[config.mk]
export PLATFORM = sky130hd
export DESIGN_NAME = cntr_updn_mod
export DESIGN_NICKNAME = d
export VERILOG_FILES = /design/src/rtl/cntr_updn_mod.sv
export SDC_FILE = /design/constraint.sdc
export NUM_CORES = 1
export LEC_CHECK = 0
export ABC_AREA = 0
export CELL_PAD_IN_SITES_DETAIL_PLACEMENT = 0
export CELL_PAD_IN_SITES_GLOBAL_PLACEMENT = 1
export CORE_MARGIN = 1
export CORE_UTILIZATION = 28
export DETAILED_ROUTE_END_ITERATION = 7
export GPL_ROUTABILITY_DRIVEN = 0
export GPL_TIMING_DRIVEN = 0
export PLACE_DENSITY_LB_ADDON = 0.15
export SYNTH_ARGS = -nofsm -noshare
export SYNTH_HDL_FRONTEND = slang
export SYNTH_SLANG_ARGS = --single-unit
[constraint.sdc]
create_clock -name clk -period 1.9 [get_ports clk]
set_input_delay 0.38 -clock clk [delete_from_list [all_inputs] [get_ports clk]]
set_output_delay 0.38 -clock clk [all_outputs]
set_load 0.01 [all_outputs]
[src/rtl/cntr_updn_mod.sv]
// Modulo-N up/down counter with synchronous clear/load, a combinational
// cascade carry, and a sticky wrap/saturation flag.
module cntr_updn_mod #(
    parameter int              WIDTH    = 4,
    parameter longint unsigned MODULUS  = 64'd1 << WIDTH,
    parameter int              SAT_MODE = 0
) (
    input  logic             clk,
    input  logic             rst_async_b,
    input  logic             clr_sync_b,
    input  logic             cnt_en,
    input  logic             up_dn,
    input  logic             ld_en,
    input  logic [WIDTH-1:0] ld_val,
    output logic [WIDTH-1:0] cnt,
    output logic             carry,
    output logic             ovf
);

    if (WIDTH < 2 || WIDTH > 32) begin : g_bad_width
        $error("cntr_updn_mod: WIDTH %0d outside 2..32", WIDTH);
    end
    if (MODULUS < 64'd2 || MODULUS > (64'd1 << WIDTH)) begin : g_bad_modulus
        $error("cntr_updn_mod: MODULUS %0d outside 2..2**WIDTH", MODULUS);
    end
    if (SAT_MODE != 0 && SAT_MODE != 1) begin : g_bad_sat
        $error("cntr_updn_mod: SAT_MODE %0d must be 0 or 1", SAT_MODE);
    end

    localparam logic [WIDTH-1:0] TERM_HI = WIDTH'(MODULUS - 64'd1);

    logic [WIDTH-1:0] cnt_q, cnt_d;
    logic             ovf_q, ovf_d;
    logic             at_term;

    assign at_term = up_dn ? (cnt_q == TERM_HI) : (cnt_q == '0);

    // Carry is gated by the same priority as the register update, so a
    // cleared or loaded stage never advances the next digit.
    assign carry = clr_sync_b & ~ld_en & cnt_en & at_term;

    always_comb begin
        cnt_d = cnt_q;
        ovf_d = ovf_q;
        if (!clr_sync_b) begin
            cnt_d = '0;
            ovf_d = 1'b0;
        end else if (ld_en) begin
            cnt_d = (64'(ld_val) < MODULUS) ? ld_val : TERM_HI;
            ovf_d = 1'b0;
        end else if (cnt_en) begin
            if (at_term) begin
                ovf_d = 1'b1;
                if (SAT_MODE == 0) begin
                    cnt_d = up_dn ? '0 : TERM_HI;
                end
            end else begin
                cnt_d = up_dn ? (cnt_q + WIDTH'(1)) : (cnt_q - WIDTH'(1));
            end
        end
    end

    always_ff @(posedge clk or negedge rst_async_b) begin
        if (!rst_async_b) begin
            cnt_q <= '0;
            ovf_q <= 1'b0;
        end else begin
            cnt_q <= cnt_d;
            ovf_q <= ovf_d;
        end
    end

    assign cnt = cnt_q;
    assign ovf = ovf_q;

endmodule

* After elaboration in Yosys (flattened, before gate mapping)
Index checks and enable logic that the tools add are counted.
** Word-level totals
- Logic and storage cells :: 24
- Output and inout bits :: 6
- Register bits after elaboration :: 5
- Bits of input ports :: 10
** Cells by class
- Muxes and demuxes :: 11
- Add/subtract/negate cells :: 2
- Bitwise gates (word level) :: 4
- Reduce and logical (&&, ||, !) cells :: 2
- Eq/ne operators :: 3
** Operators by type and width (number)
- 4-bit two-way mux :: 6
- 3-bit by 1-bit inequality test with 1-bit output, second input constant :: 2
- 1-bit two-way mux :: 5
- 4-bit by 1-bit adder with 4-bit output, second input constant :: 1
- 4-bit equality test, second input constant :: 1
- 4-bit logical NOT :: 1
- 4-bit by 1-bit subtractor with 4-bit output, second input constant :: 1
- 1-bit bitwise AND :: 3
- 2-bit AND reduction :: 1
- 1-bit NOT :: 1

* Depth between registers and ports, before layout
- Depth in word-level cells :: 6
- Depth in mapped cells :: 6
- Gate-level depth less buffers :: 6

* Worst setup path after synthesis
Ideal clock, no wire load.
- Path kind :: register -> register
- Start :: reg cnt_q[0] (netlist: cnt[0])
- End :: reg cnt_q[2] (netlist: cnt[2])
- Clock period less this slack :: 1499 ps
- Buffers on the path :: 0
- Setup time :: 82 ps
- Path slack :: 401 ps
- Data required time :: 1818 ps
- Arrival time :: 1417 ps
- Stages on the path, launching flop included :: 6
- Cell sequence :: dfrtp_1 -> inv_1 -> fa_1 -> xor2_1 -> a21o_1 -> a31oi_1
** On the way
- Longest elaborated chain between the ends :: 6
- Elaborated cells between the ends (all ways) :: 10
- Classes of those cells :: add/sub (2); eq/ne (1); mux (6); reduce/logical (1)
** RTL lines
- start, declared :: RTL line 32 : logic [WIDTH-1:0] cnt_q, cnt_d;
- start signal, assigned :: RTL line 68 : cnt_q <= cnt_d;
- 4-bit by 1-bit subtractor with 4-bit output (tied with other cells) :: RTL line 58 : cnt_d = up_dn ? (cnt_q + WIDTH'(1)) : (cnt_q - WIDTH'(1));
- 4-bit two-way mux / 1-bit two-way mux (equally long branches) :: RTL line 58, 36
- 4-bit two-way mux * :: RTL line 52 : if (at_term) begin
- 4-bit two-way mux * :: RTL line 51 : end else if (cnt_en) begin
- 4-bit two-way mux * :: RTL line 48 : end else if (ld_en) begin
- 4-bit two-way mux * :: RTL line 45 : if (!clr_sync_b) begin
Mark *: on every way between the ends. The rest lies on a longest branch, timed or not. The select of a mux whose other input is x is not followed.
A chain may end at the register's enable or synchronous reset.

* Worst setup path after layout
- Start :: in cnt_en
- End :: out carry
** On the way
- Longest elaborated chain between the ends :: 2
** RTL lines
- start, declared :: RTL line 11 : input logic cnt_en,
- 1-bit bitwise AND (2 in series) :: RTL line 40 : assign carry = clr_sync_b & ~ld_en & cnt_en & at_term;
- end, declared :: RTL line 16 : output logic carry,
No other way between the ends.

==> results.json <==
{
  "netlist_area_um2": 385,
  "layout_min_cycle_time_ns": 1.74,
  "portBuffers": 15,
  "slew-limit-headroom_pct": 83.6,
  "critical_path_class": "input pin to output pin",
  "yosysMostFrequentCell": "dfrtp_1",
  "post-route-period-util_pct": 91.6,
  "final_cells": 80,
  "synth_top_cell_by_area": "dfrtp_1",
  "drc": 0,
  "synth_cell_types": 23,
  "synth_cells": 44,
  "start_kind": "input pin",
  "synth_top_family_by_area": "compound AO/OA/AOI/OAI gates",
  "synth_xor_area_share_pct": 9.09,
  "chipHeight_um": 39.1,
  "clk_pin_slew_worst_paths_ns": 0.04,
  "vias": 383,
  "htreeDepth": 1,
  "top_level_ports": 16,
  "highest_layer": "met4",
  "crit_required_ns": 1.52,
  "slowest_delay_ns": 0.60,
  "async_flop_share_pct": 100,
  "ant_nets": 0,
  "worst_slew_pin_slew_ns": 0.246,
  "start_util_pct": 30.0,
  "finalWirelength_um": 909,
  "grt_pass1_vias": 360,
  "powerDensity_nw_per_um2": 617,
  "via_per_inst": 4.79,
  "cp_slowest_cell": "clkdlybuf4s50_1",
  "area_delta_synth_final_pct": 54.2,
  "crit_chain": "clkdlybuf4s50_1 > o21ai_1 > nor2_1 > buf_2",
  "skew_ns": 0.000703,
  "final_core_util_pct": 46.3,
  "root_buffer": "clkbuf_4",
  "die_w_um": 39.1,
  "multiInputGateArea_um2": 248,
  "setup_viol": 0,
  "path_max_fanout": 7,
  "final_net_count": 79,
  "antenna_found_initial": 0,
  "max_freq_mhz": 575,
  "rsz0062_at_grt": "false",
  "synth_edf_count": 0,
  "numCtsBuffers": 3,
  "synth_area_leaders": "dfrtp_1 (32%), ha_1 (6.5%), fa_1 (5.2%)",
  "fp.coreArea_um2": 1280,
  "clock_sinks": 5,
  "place_area_um2": 554,
  "critPathCaptureType": "output pin",
  "ys_ff_latch": 5,
  "cp.buffers_inverters": 2,
  "critPathTopFamily": "buffers and inverters",
  "track_usage_pct": 15.7,
  "drv_cap": 0,
  "yosys-top-cells-count": "dfrtp_1 (5), inv_1 (4)",
  "wl_met1_um": 446,
  "yosys.area_share.simple_pct": 16.6,
  "clkLatencyLatePin_ns": 0.24,
  "regArea_um2": 128,
  "vdd_drop_max_mv": 0.276,
  "yosysWarnings": 0,
  "grt_max_degree": 9,
  "outcome": "finished, final reports clean",
  "drt_iter0_markers": 5,
  "synth.avg_cell_area_um2": 8.76,
  "overflow": 0,
  "synth-main-ff-cell": "dfrtp_1",
  "arrival_ns": 1.36,
  "synth_top_area_share_pct": 32.5,
  "ys_seq_area_share_pct": 32.5,
  "diodes": 0,
  "dp.cells": 74,
  "drtPass1Iterations": 2,
  "hpwl_um": 713,
  "leakagePower_nw": 0.261,
  "num_rows": 13,
  "dr_wl_met2_um": 423,
  "wl_met3_um": 30,
  "wl_per_cell_um": 11.4,
  "hold_viol_final": 0,
  "tritoncts": "built",
  "hp-class": "input pin to async pin",
  "synth-adder-area-share_pct": 11.7,
  "drive_gt1_share_pct": 18.5,
  "synth_compound_area_share_pct": 25.3,
  "die-area_um2": 1530,
  "drv_slew": 0,
  "clk_path_buf_depth": 2,
  "grt_pass1_wl_um": 1520,
  "final_area_um2": 594,
  "syn_nets": 57,
  "muxShareOfSynthArea_pct": 0,
  "nFillCells": 145
}
==> flip-flops by register name, indices dropped and copies added (netlist names) <==
signal and flops:
cnt 4, ovf 1
==> final timing paths <==
kind,to,depth (start not counted),slack (ns),from
hold reg to reg,ovf,2,0.52,ovf
setup reg to reg,cnt[2],6,0.37,cnt[1]
max in group asynchronous,cnt[1],1,1.31,rst_async_b
hold / removal,cnt[3],1,0.37,rst_async_b
min in group clk,ovf,2,0.52,ovf
setup / recovery,carry,4,0.16,cnt_en
==> power breakdown <==
group          switching [W]  leakage, nW  internal, W  total (W)
logic              0.0000519        0.183    0.0000658   0.000118
registers          0.0000126       0.0625     0.000116   0.000128
clock network      0.0000418       0.0150    0.0000793   0.000121
total               0.000106        0.261     0.000261   0.000367
==> worst register-to-register path, stage by stage, from the launching register on <==
cell,delay [ns]
dfrtp_2,0.41
buf_4,0.13
inv_1,0.05
fa_1,0.37
xor2_1,0.17
a21o_1,0.18
a31oi_1,0.15
==> stage by stage <==
stage	total power, W	hold slack (ns)	setup WS [ns]	TNS (ns)
floorplan	0.000185	0.0844	0.401	0
global route	0.000398	0.372	0.0737	0
global placement	0.000240	0.507	-0.544	-0.913
finish	0.000367	0.370	0.160	0
detailed placement	0.000240	0.509	-0.538	-0.899
CTS	0.000368	0.367	0.00968	0
==> cell usage in the layout, fill, tap and decap left out, types with 3 or more instances in the layout <==
cell type and count:
nand2_1 3, clkbuf_4 3, inv_1 4, clkdlybuf4s50_1 13
o21ai_1 3, nor2_1 3, a21oi_1 3, dfrtp_1 3
==> area by class of cell <==
type / count / area share, %
clock buffer: 4 / 4.42
inverter: 5 / 3.16
multi-input combinational: 34 / 41.7
sequential: 5 / 21.5
tap: 15 / 3.16
timing repair buffer: 17 / 26.1
==> routing by layer <==
metal / GRT usage, % / vias to the layer above
met5: 0 / -
met4: 12.9 / 0
met2: 22.9 / 9
met3: 1.73 / 2
li1: - / 197
met1: 20.4 / 175
==> what timing repair did <==
| item | CTS | global route |
|---|---|---|
| setup endpoints to repair | 2 | 1 |
| hold buffers | 0 | 0 |
| gates cloned | 0 | 0 |
| gates resized for setup | 6 | 4 |
| setup buffers | 0 | 2 |
| pin swaps | 0 | 2 |
==> cells by family (layout without fill, tap and decap cells) <==
| logic type | count (synthesis) | after routing |
|---|---|---|
| compound gates | 15 | 15 |
| xor+xnor | 4 | 4 |
| fa+ha+maj | 3 | 3 |
| buf+inv | 5 | 26 |
| flops | 5 | 5 |
| simple gates | 12 | 12 |
No activity file was read; power rests on OpenSTA's default activity.
